==> config.mk <==
export PLATFORM = sky130hd
export DESIGN_NAME = decode_ctrl_pipe
export DESIGN_NICKNAME = d
export VERILOG_FILES = /design/src/rtl/decode_ctrl_pipe.sv
export SDC_FILE = /design/constraint.sdc
export NUM_CORES = 1
export LEC_CHECK = 0
export BUFFER_PORTS_ARGS = -buffer_cell sky130_fd_sc_hd__buf_2
export CAP_MARGIN = 20
export CORE_UTILIZATION = 25
export DETAILED_ROUTE_END_ITERATION = 8
export PLACE_DENSITY_LB_ADDON = 0.3
export SETUP_SLACK_MARGIN = 0.3
export SYNTH_ARGS = -nofsm -noshare
export SYNTH_HDL_FRONTEND = slang
export SYNTH_SLANG_ARGS = --single-unit
==> constraint.sdc <==
create_clock -name clk -period 5.1 [get_ports clk]
set_input_delay 0.255 -clock clk [delete_from_list [all_inputs] [get_ports clk]]
set_output_delay 0.255 -clock clk [all_outputs]
set_load 0.005 [all_outputs]
==> src/rtl/decode_ctrl_pipe.sv <==
// ID stage of the pipelined core: decodes the IF/ID word into the registered ID/EX
// control entry and handles load-use stalls, branch flushes and stall/flush counters.
module decode_ctrl_pipe #(
    parameter int XLEN   = 64,
    parameter int REG_AW = 5,
    parameter int ALU_CW = 3,
    parameter int CNT_W  = 16
) (
    input  logic              clk,
    input  logic              rst_n,
    input  logic              if_valid,
    input  logic [31:0]       instr,
    output logic              id_ready,
    input  logic              flush,
    input  logic              ex_ready,
    output logic              ex_valid,
    output logic [ALU_CW-1:0] ex_alu_control,
    output logic              ex_reg_write,
    output logic              ex_mem_read,
    output logic              ex_mem_write,
    output logic              ex_mem_to_reg,
    output logic              ex_alu_src,
    output logic              ex_branch,
    output logic              ex_branch_ne,
    output logic [2:0]        ex_mem_size,
    output logic              ex_illegal,
    output logic [REG_AW-1:0] ex_rs1,
    output logic [REG_AW-1:0] ex_rs2,
    output logic [REG_AW-1:0] ex_rd,
    output logic [XLEN-1:0]   ex_imm,
    output logic [CNT_W-1:0]  stall_cnt,
    output logic [CNT_W-1:0]  flush_cnt
);

    localparam logic [ALU_CW-1:0] ALU_ADD = ALU_CW'(0);
    localparam logic [ALU_CW-1:0] ALU_SUB = ALU_CW'(1);
    localparam logic [ALU_CW-1:0] ALU_AND = ALU_CW'(2);
    localparam logic [ALU_CW-1:0] ALU_OR  = ALU_CW'(3);
    localparam logic [ALU_CW-1:0] ALU_XOR = ALU_CW'(4);

    localparam logic [6:0] OP_LOAD  = 7'b0000011;
    localparam logic [6:0] OP_IALU  = 7'b0010011;
    localparam logic [6:0] OP_STORE = 7'b0100011;
    localparam logic [6:0] OP_RTYPE = 7'b0110011;
    localparam logic [6:0] OP_BRNCH = 7'b1100011;

    logic [6:0] opcode;
    logic [2:0] funct3;
    logic [6:0] funct7;
    logic [REG_AW-1:0] rs1_idx, rs2_idx, rd_idx;
    logic [XLEN-1:0] imm_i, imm_s, imm_b;

    assign opcode  = instr[6:0];
    assign funct3  = instr[14:12];
    assign funct7  = instr[31:25];
    assign rs1_idx = REG_AW'(instr[19:15]);
    assign rs2_idx = REG_AW'(instr[24:20]);
    assign rd_idx  = REG_AW'(instr[11:7]);
    assign imm_i   = {{(XLEN-12){instr[31]}}, instr[31:20]};
    assign imm_s   = {{(XLEN-12){instr[31]}}, instr[31:25], instr[11:7]};
    assign imm_b   = {{(XLEN-13){instr[31]}}, instr[31], instr[7], instr[30:25], instr[11:8], 1'b0};

    logic [ALU_CW-1:0] f3_alu;
    logic              f3_alu_ok;
    logic              funct7_ok;

    // Shared funct3 -> ALU mapping for I-ALU and R-type; SUB only exists in R-type
    always_comb begin
        f3_alu    = ALU_ADD;
        f3_alu_ok = 1'b1;
        case (funct3)
            3'b000:  f3_alu = (opcode == OP_RTYPE && funct7 == 7'b0100000) ? ALU_SUB : ALU_ADD;
            3'b100:  f3_alu = ALU_XOR;
            3'b110:  f3_alu = ALU_OR;
            3'b111:  f3_alu = ALU_AND;
            default: f3_alu_ok = 1'b0;
        endcase
    end

    assign funct7_ok = (funct7 == 7'b0000000) || (funct7 == 7'b0100000);

    logic [ALU_CW-1:0] d_alu;
    logic              d_rw, d_mr, d_mw, d_m2r, d_src, d_br, d_bne, d_ill;
    logic [2:0]        d_size;
    logic [XLEN-1:0]   d_imm;
    logic              rs1_used, rs2_used;

    always_comb begin
        d_alu    = ALU_ADD;
        d_rw     = 1'b0;
        d_mr     = 1'b0;
        d_mw     = 1'b0;
        d_m2r    = 1'b0;
        d_src    = 1'b0;
        d_br     = 1'b0;
        d_bne    = 1'b0;
        d_ill    = 1'b0;
        d_size   = 3'b000;
        d_imm    = '0;
        rs1_used = 1'b0;
        rs2_used = 1'b0;
        case (opcode)
            OP_LOAD: begin
                if (funct3 != 3'b111) begin
                    d_rw     = 1'b1;
                    d_mr     = 1'b1;
                    d_m2r    = 1'b1;
                    d_src    = 1'b1;
                    d_size   = funct3;
                    d_imm    = imm_i;
                    rs1_used = 1'b1;
                end else begin
                    d_ill = 1'b1;
                end
            end
            OP_IALU: begin
                if (f3_alu_ok) begin
                    d_alu    = f3_alu;
                    d_rw     = 1'b1;
                    d_src    = 1'b1;
                    d_imm    = imm_i;
                    rs1_used = 1'b1;
                end else begin
                    d_ill = 1'b1;
                end
            end
            OP_STORE: begin
                if (!funct3[2]) begin
                    d_mw     = 1'b1;
                    d_src    = 1'b1;
                    d_size   = funct3;
                    d_imm    = imm_s;
                    rs1_used = 1'b1;
                    rs2_used = 1'b1;
                end else begin
                    d_ill = 1'b1;
                end
            end
            OP_RTYPE: begin
                if (f3_alu_ok && funct7_ok) begin
                    d_alu    = f3_alu;
                    d_rw     = 1'b1;
                    rs1_used = 1'b1;
                    rs2_used = 1'b1;
                end else begin
                    d_ill = 1'b1;
                end
            end
            OP_BRNCH: begin
                if (funct3[2:1] == 2'b00) begin
                    d_br     = 1'b1;
                    d_bne    = funct3[0];
                    d_alu    = ALU_SUB;
                    d_imm    = imm_b;
                    rs1_used = 1'b1;
                    rs2_used = 1'b1;
                end else begin
                    d_ill = 1'b1;
                end
            end
            default: d_ill = 1'b1;
        endcase
    end

    logic hz;

    // A load in EX whose destination feeds the ID instruction needs one bubble
    assign hz = ex_valid && ex_mem_read && (ex_rd != '0) && if_valid &&
                ((rs1_used && rs1_idx == ex_rd) || (rs2_used && rs2_idx == ex_rd));

    assign id_ready = !rst_n || flush || (ex_ready && !hz);

    always_ff @(posedge clk or negedge rst_n) begin
        if (!rst_n) begin
            ex_valid       <= 1'b0;
            ex_alu_control <= ALU_ADD;
            ex_reg_write   <= 1'b0;
            ex_mem_read    <= 1'b0;
            ex_mem_write   <= 1'b0;
            ex_mem_to_reg  <= 1'b0;
            ex_alu_src     <= 1'b0;
            ex_branch      <= 1'b0;
            ex_branch_ne   <= 1'b0;
            ex_mem_size    <= 3'b000;
            ex_illegal     <= 1'b0;
            ex_rs1         <= '0;
            ex_rs2         <= '0;
            ex_rd          <= '0;
            ex_imm         <= '0;
            stall_cnt      <= '0;
            flush_cnt      <= '0;
        end else if (flush || (ex_ready && (hz || !if_valid))) begin
            // Flush, bubble and empty slot all leave a fully cleared entry
            ex_valid       <= 1'b0;
            ex_alu_control <= ALU_ADD;
            ex_reg_write   <= 1'b0;
            ex_mem_read    <= 1'b0;
            ex_mem_write   <= 1'b0;
            ex_mem_to_reg  <= 1'b0;
            ex_alu_src     <= 1'b0;
            ex_branch      <= 1'b0;
            ex_branch_ne   <= 1'b0;
            ex_mem_size    <= 3'b000;
            ex_illegal     <= 1'b0;
            ex_rs1         <= '0;
            ex_rs2         <= '0;
            ex_rd          <= '0;
            ex_imm         <= '0;
            if (flush) begin
                if (flush_cnt != '1) flush_cnt <= flush_cnt + CNT_W'(1);
            end else if (hz) begin
                if (stall_cnt != '1) stall_cnt <= stall_cnt + CNT_W'(1);
            end
        end else if (ex_ready) begin
            ex_valid       <= 1'b1;
            ex_alu_control <= d_alu;
            ex_reg_write   <= d_rw;
            ex_mem_read    <= d_mr;
            ex_mem_write   <= d_mw;
            ex_mem_to_reg  <= d_m2r;
            ex_alu_src     <= d_src;
            ex_branch      <= d_br;
            ex_branch_ne   <= d_bne;
            ex_mem_size    <= d_size;
            ex_illegal     <= d_ill;
            ex_rs1         <= rs1_idx;
            ex_rs2         <= rs2_idx;
            ex_rd          <= rd_idx;
            ex_imm         <= d_imm;
        end
    end

endmodule

==> flow_summary.ini, run 1 <==
[status]
status = finished clean

[place]
dpl.hpwl_um = 7910
portBuffers = 163
gp_congestion = 0.785

[synthesis]
syn_area_per_cell_um2 = 10.5
netlist_area_um2 = 4000
synth_cells = 382
synth-async-reset-ratio = 1.00
ys_seq_area_frac = 0.463
ys_seq_elements = 74
synth_cell_types = 51
synth-warning-count = 0
synth_ff_type = dfrtp_1
synth_edf_count = 0
synthesis.nets = 421

[floorplanning]
io_pins = 164
die_w_um = 128
die_area_um2 = 16500
num_rows = 45
fp.dieH_um = 128
core_area_um2 = 15400
initial_utilization = 0.259

[clock_tree]
clkSlewWorstSetupHoldPaths_ps = 60
insertion_delay_ps = 340
cts_buffers = 9
htree_levels = 3
cts_tree = built
cts.repair.resized = 0
cts-hold-fix-buffers = 0
ctsLongestPathBuffers = 2
clock_sinks = 74
ctsRootBufferMaster = clkbuf_16
postCtsSetupBuffers = 0

[routing]
wire_per_inst_um = 15.5
drt_iter0_drc = 252
wl_um = 11000
ant_nets = 0
drc = 0
routed_via_density = 4.54
vias = 3208
dr.pass1.iters = 4

[grt]
antenna_found_initial = 0
met3_usage = 0.0258
grt_use_met2 = 0.204
grt_pass1_vias = 2932
use_met1 = 0.178
grt_pass1_wl_um = 16300
busiest_layer = met2
grt_start_max_net_pins = 76
grt_use_total = 0.132
overflow = 0

[layout]
layout_common_cells = buf_2, dfrtp_1, nand2_1, xor2_1, a22o_1
drive_gt1_frac = 0.403
syn_to_final_growth_pct = 23.6
fill_cells = 1623
reg.largest.list = flush_cnt (16), stall_cnt (16), ex_imm (13)
antenna_cells = 0
fin_nets = 531
layout_commonest_cell = buf_2

[sta]
finalHoldViolations = 0
rsz0062_at_grt = false
setup_violations = 0
worst_pin_slew_ps = 1070
hold_slack_ps = 72.5
finalMaxSlewViolations = 0
slew_headroom = 0.287
fmax_ghz = 0.341
tns_ps = 0
layout_min_cycle_time_ps = 2930
fin_skew_ps = 6.02
layout_worst_path_cycle_share = 0.575

[critical_path]
critPathKind = register to output port
cp_max_fo = 18
cp.required_ps = 4850
critPathArrivalTime_ps = 2680
critical_path.startpoint_type = register
crit_path_end_kind = output port

[job]
drv_cap = 0

[power_and_ir_drop]
worst_ir_drop_vdd_v = 0.000180
p_per_area_nw_per_um2 = 293
p_leak_nw = 2.60

[hold_path]
hold_path.class = input port to asynchronous set/reset pin
## metrics by stage
stage	std cells	util	setup slack [ps]	power [W]	instance area [µm²]
finish	707	0.320	2170	0.00145	4940
CTS	706	0.318	2160	0.00147	4910
detailed placement	691	0.300	2170	0.000832	4630
global route	707	0.320	1980	0.00151	4940
global placement	691	0.300	2270	0.000827	4630
floorplan	382	-	3090	0.000743	4000
## power breakdown
group / internal [W] / total [W] / switching (W)
Clock: 0.000375 / 0.000628 / 0.000252
Sequential: 0.000620 / 0.000660 / 0.0000400
Combinational: 0.0000706 / 0.000159 / 0.0000880
## cells in the mapped netlist, types with 4 or more instances
cell type,n,area [µm²]
nand3_1,19,95.1
nor3_1,4,20.0
and3_1,6,37.5
and4_1,4,35.0
nor3_2,8,80.1
a22oi_1,5,37.5
inv_1,4,15.0
nand2_1,36,135
nor2_1,19,71.3
clkbuf_1,6,22.5
xnor2_1,14,123
xor2_1,25,219
nor4_1,6,37.5
a32o_1,4,40.0
nand4_1,8,50.1
dfrtp_1,74,1850
buf_4,52,390
a22o_1,23,201
buf_2,5,25.0
o21ai_0,16,80.1
## path summary, 6_finish.rpt
kind / from / endpoint / slack [ps] / cells after the start
max in group asynchronous: rst_n / ex_alu_control[0] / 4410 / 1
worst max-delay path: ex_rd[4] / id_ready / 2170 / 7
min in group clk: instr[11] / ex_rd[4] / 150 / 2
worst min-delay path: rst_n / stall_cnt[6] / 70 / 1
worst min register to register: ex_illegal / ex_illegal / 480 / 2
worst max register to register: ex_rd[4] / ex_mem_size[0] / 2200 / 6
## layout make-up
type | count | area (µm²) | area share
Clock inverter | 5 | 56.3 | 0.0114
Multi-Input combinational cell | 239 | 1680 | 0.340
Clock buffer | 10 | 229 | 0.0464
Sequential cell | 74 | 1850 | 0.375
Tap cell | 211 | 264 | 0.0534
Timing Repair Buffer | 164 | 846 | 0.171
Inverter | 4 | 15.0 | 0.00304
## metal layers
layer,share of wire,up-vias
met4,0.021,0
li1,-,1540
met3,0.047,13
met2,0.46,107
met5,0,-
met1,0.47,1548
## cell families after synthesis
logic type | after synthesis | share of synthesized area
buf+inv | 69 | 0.119
flops | 74 | 0.463
xor+xnor | 39 | 0.0854
compound gates | 69 | 0.139
fa+ha+maj | 2 | 0.00626
mux | 2 | 0.00563
simple gates | 127 | 0.182
## critical path: stages (launching register included)
cell	delay, ps
dfrtp_1	450
xor2_1	210
nor4_1	120
and3_1	220
a21oi_2	840
o21ai_0	210
nand3b_1	160
buf_2	140
Power figures use the tool's default switching activity.
==> run 2: changes to the inputs <==
==> constraint.sdc (replaced) <==
create_clock -name clk -period 2.51 [get_ports clk]
set_input_delay 0.1255 -clock clk [delete_from_list [all_inputs] [get_ports clk]]
set_output_delay 0.1255 -clock clk [all_outputs]
set_load 0.005 [all_outputs]
==> run 2 against run 1 <==
Combinational power up 110%. Count of clock-buffer cells in the layout shrank 1. Design area up 6.6%. Total power increased by 98%. Cell count is 3.7% higher. Clock power increased by 88%. Critical path type unchanged. Largest cell class unchanged. Largest power group unchanged. Highest routed layer unchanged.
==> flow_summary.ini, run 2 (synthesized netlist as in run 1, its figures left out) <==
[status]
status = finished clean

[clock_tree]
htree_levels = 3
clock_sinks = 74
ctsLongestPathBuffers = 2
ctsRootBufferMaster = clkbuf_16
insertion_delay_ps = 340
cts_buffers = 9
cts_tree = built
clkSlewWorstSetupHoldPaths_ps = 60

[sta]
finalMaxSlewViolations = 0
setup_ws_ps = 303
layout_worst_path_cycle_share = 0.879
slew_headroom = 0.565
hold_slack_ps = 17.5
finalHoldViolations = 0
fin_skew_ps = 10.9
tns_ps = 0
layout_min_cycle_time_ps = 2210
worst_pin_slew_ps = 645
fmax_ghz = 0.453
rsz0062_at_grt = true
setup_violations = 0

[critical_path]
cp.required_ps = 2380
cp_cell_sequence = xor2_2, nor4_4, and3_4, a21oi_4, buf_6, o21ai_2, nand3b_1, buf_2
cp_slowest_stage_delay_ps = 450
critical_path.startpoint_type = register
critPathKind = register to output port
critPathArrivalTime_ps = 2080
cp_slowest_cell = dfrtp_2
cp_max_fo = 5
crit_path_end_kind = output port

[place]
pre_cts_ws_ps = 36.0
portBuffers = 163
dpl.hpwl_um = 8140
dpl_cell_area_um2 = 4700
gp_congestion = 0.759

[layout]
final_area_um2 = 5270
layout_commonest_cell = buf_2
syn_to_final_growth_pct = 31.7
reg.largest.list = flush_cnt (16), stall_cnt (16), ex_imm (13)
fill_cells = 1618
antenna_cells = 0
layout_common_cells = buf_2, dfrtp_1, nand2_1, xor2_1
multi_input_area_um2 = 1800
drive_gt1_frac = 0.471
fin_nets = 557
regArea_um2 = 1860

[grt]
overflow = 0
grt_start_max_net_pins = 53
antenna_found_initial = 0
grt_pass1_wl_um = 16900
grt_use_total = 0.136
grt_pass1_vias = 3009

[routing]
wire_per_inst_um = 15.5
drt_iter0_drc = 158
dr.pass1.iters = 4
ant_nets = 0
vias = 3334
routed_via_density = 4.55
drc = 0
wl_um = 11400

[floorplanning]
fp.dieH_um = 128
initial_utilization = 0.259
io_pins = 164
core_area_um2 = 15400
num_rows = 45
die_area_um2 = 16500
die_w_um = 128

[power_and_ir_drop]
p_per_area_nw_per_um2 = 544
worst_ir_drop_vdd_v = 0.000308
p_leak_nw = 2.79

[hold_path]
hold_path.class = input port to register

[job]
drv_cap = 0
run 2: cell count changes in the layout (fill, tap and decap cells not counted), sizes merged:
cell | before | now
buf | 164 | 189
bufinv | 1 | 0
clkbuf | 10 | 9
clkinv | 3 | 4
dlygate4sd3 | 0 | 1
inv | 4 | 5
run 2: routing by layer:
layer	share of wire	wire, µm	GRT usage
met5	0	0	0
met4	0.023	264	0.0685
met3	0.065	736	0.0395
met2	0.47	5330	0.204
met1	0.44	5060	0.177
run 2: path summary, 6_finish.rpt:
| check | start | endpoint | slack (ps) | cells past startpoint |
|---|---|---|---|---|
| max | ex_rd[4] | id_ready | 300 | 8 |
| min | instr[11] | ex_rd[4] | 20 | 2 |
| max reg2reg | stall_cnt[7] | stall_cnt[1] | 320 | 7 |
| min reg2reg | ex_illegal | ex_illegal | 480 | 2 |
| max in group asynchronous | rst_n | ex_rd[2] | 1720 | 3 |
| min in group asynchronous | rst_n | flush_cnt[10] | 330 | 3 |
run 2: where the power goes:
part	leakage (nW)	switching, W	total [W]	internal (W)
Combinational	1.65	0.000182	0.000338	0.000156
Clock	0.132	0.000517	0.00118	0.000666
Sequential	1.01	0.0000868	0.00135	0.00126
run 2: stage by stage:
| step | instances | util | total power (W) |
|---|---|---|---|
| floorplan | 382 | - | 0.00151 |
| global placement | 701 | 0.305 | 0.00168 |
| detailed placement | 701 | 0.305 | 0.00169 |
| CTS | 722 | 0.332 | 0.00290 |
| global route | 733 | 0.341 | 0.00300 |
| finish | 733 | 0.341 | 0.00287 |
run 2: timing repair:
action / 4_1_cts / 5_1_grt
endpoints found under the hold margin: 42 / 0
buffers inserted: 4 / 11
hold buffers: 2 / 0
setup endpoints to repair: 36 / 49
gates resized for setup: 17 / 15
pin swaps: 6 / 14
run 2: area by class of cell:
type | instances | share of cell area
multi-input cells | 239 | 0.342
clock inverters | 6 | 0.00832
inverters | 4 | 0.00285
clock buffers | 9 | 0.0428
repair buffers | 190 | 0.201
flip-flops and latches | 74 | 0.353
well taps | 211 | 0.0501
run 2: worst max-delay path: cells and delay by family (launching register included):
kind,cells,cell delay (ps)
AND/OR/NAND/NOR,3,680
flip-flops,1,450
buffers and inverters,2,280
XOR/XNOR,1,170
AO/OA/AOI/OAI,2,150
==> run 3: changes to the inputs <==
--- a/config.mk
+++ b/config.mk
@@ -5,7 +5,7 @@
 export SDC_FILE = /design/constraint.sdc
 export NUM_CORES = 1
 export LEC_CHECK = 0
-export BUFFER_PORTS_ARGS = -buffer_cell sky130_fd_sc_hd__buf_2
+export BUFFER_PORTS_ARGS = -buffer_cell sky130_fd_sc_hd__clkbuf_2
 export CAP_MARGIN = 20
 export CORE_UTILIZATION = 25
 export DETAILED_ROUTE_END_ITERATION = 8
==> run 3 against run 2 <==
Global-route usage about the same. Utilization up 0.18 points. Setup slack worse by 56 ps. Clock power up 23%. Maximum frequency down 2.5%. First-iteration DRC count up 30%. Clock skew down 2.7 ps. Total power up 9.1%. Non-clock buffer count down 3. Register-to-register slack worse by 30 ps. Critical path type unchanged. Largest power group is now the clock network.
==> flow_summary.ini, run 3 (synthesized netlist as in run 1, its figures left out) <==
[status]
status = finished clean

[grt]
grt_pass1_vias = 3038
grt_use_total = 0.136
grt_pass1_wl_um = 16800
grt_start_max_net_pins = 53
antenna_found_initial = 0
overflow = 0

[layout]
regArea_um2 = 1860
layout_commonest_cell = clkbuf_2
fill_cells = 1601
reg.largest.list = flush_cnt (16), stall_cnt (16), ex_imm (13)
fin_util = 0.343
drive_gt1_frac = 0.469
multi_input_area_um2 = 1790
antenna_cells = 0
syn_to_final_growth_pct = 32.4
fin_nets = 554
layout_common_cells = clkbuf_2, dfrtp_1, nand2_1, xor2_1, a22o_1

[critical_path]
critPathArrivalTime_ps = 2140
critPathKind = register to output port
cp_slowest_stage_delay_ps = 450
critical_path.startpoint_type = register
cp_max_fo = 5
cp.required_ps = 2380
cp_slowest_cell = dfrtp_2
cp_cell_sequence = xnor2_2, nand4_1, a2111oi_4, a21oi_2, buf_6, o21ai_2, nand3b_1, buf_2
crit_path_end_kind = output port

[clock_tree]
ctsLongestPathBuffers = 2
clock_sinks = 74
insertion_delay_ps = 340
clkSlewWorstSetupHoldPaths_ps = 60
cts_buffers = 9
htree_levels = 3
ctsRootBufferMaster = clkbuf_16
cts_tree = built

[hold_path]
hold_path.class = input port to register

[floorplanning]
die_area_um2 = 16500
initial_utilization = 0.259
fp.dieH_um = 128
core_area_um2 = 15400
io_pins = 164
die_w_um = 128
num_rows = 45

[sta]
finalMaxSlewViolations = 0
rsz0062_at_grt = true
slew_headroom = 0.568
finalHoldViolations = 0
layout_worst_path_cycle_share = 0.902
worst_pin_slew_ps = 641
fin_skew_ps = 8.19
layout_min_cycle_time_ps = 2260
setup_violations = 0
fmax_ghz = 0.442
tns_ps = 0

[power_and_ir_drop]
total_power_w = 0.00313
p_leak_nw = 2.71
p_sw_w = 0.000783
p_comb_frac = 0.108
worst_ir_drop_vdd_v = 0.000342
p_per_area_nw_per_um2 = 591
p_int_w = 0.00234
power_frac_clock = 0.462
pwr-share-seq = 0.430
switching_share = 0.250

[routing]
routed_via_density = 4.49
wl_um = 11100
drt_iter0_drc = 206
ant_nets = 0
drc = 0
vias = 3280
dr.pass1.iters = 4
wire_per_inst_um = 15.2

[place]
gp_congestion = 0.787
portBuffers = 163
dpl.hpwl_um = 8160

[job]
drv_cap = 0
[run 3: routing by layer]
metal,track usage,wire length [µm],vias up,part of all wire
met1,0.175,4920,1573,0.44
met2,0.204,5250,108,0.47
met4,0.0644,183,0,0.016
li1,-,-,1588,-
met3,0.0449,769,11,0.069
met5,0,0,-,0
[run 3: metrics by stage]
stage | setup WS [ps] | instance area [µm²] | cells | hold slack (ps)
after floorplan | 504 | 4000 | 382 | -170
after global placement | 216 | 4710 | 702 | 155
after detailed placement | 110 | 4710 | 702 | 158
after CTS | 243 | 5160 | 724 | 17.0
after global routing | 148 | 5290 | 731 | 26.5
final | 247 | 5290 | 731 | 27.5
[run 3: path summary, 6_finish.rpt]
check	endpoint	cells after the start	from	slack, ps
worst max-delay path	id_ready	8	ex_rd[4]	250
worst min-delay path	ex_rd[1]	2	instr[8]	30
worst max register to register	stall_cnt[1]	8	ex_rd[4]	290
worst min register to register	ex_illegal	2	ex_illegal	480
max in group asynchronous	ex_rd[0]	3	rst_n	1760
min in group asynchronous	flush_cnt[9]	3	rst_n	330
[run 3: timing repair]
action	in CTS	in global routing
gates resized for setup	14	17
pin swaps	8	14
hold buffers	2	0
endpoints found under the hold margin	41	0
setup buffers	4	7
setup endpoints to repair	27	28
[run 3: power by group through the flow]
stage / clock, W / sequential (W) / combinational (W)
3_5_place_dp: 0 / 0.00137 / 0.000328
3_3_place_gp: 0 / 0.00136 / 0.000322
5_1_grt: 0.00154 / 0.00136 / 0.000381
2_1_floorplan: 0 / 0.00136 / 0.000152
4_1_cts: 0.00149 / 0.00134 / 0.000339
6_report: 0.00145 / 0.00134 / 0.000337
[run 3: final cells by class]
cell class                      instances  area share
Tap cell                              211      0.0499
Clock buffer                           11      0.0478
Multi-Input combinational cell        239       0.338
Clock inverter                          5      0.0161
Inverter                                4     0.00284
Sequential cell                        74       0.351
Timing Repair Buffer                  187       0.194
[run 3: critical path: cells and delay by family (launching register included)]
kind                      cells  cell delay (ps)
AOI/OAI and AO/OA             3              570
buffers and inverters         2              280
DFF                           1              450
and+or+nand+nor               2              330
xor gates and xnor gates      1              150
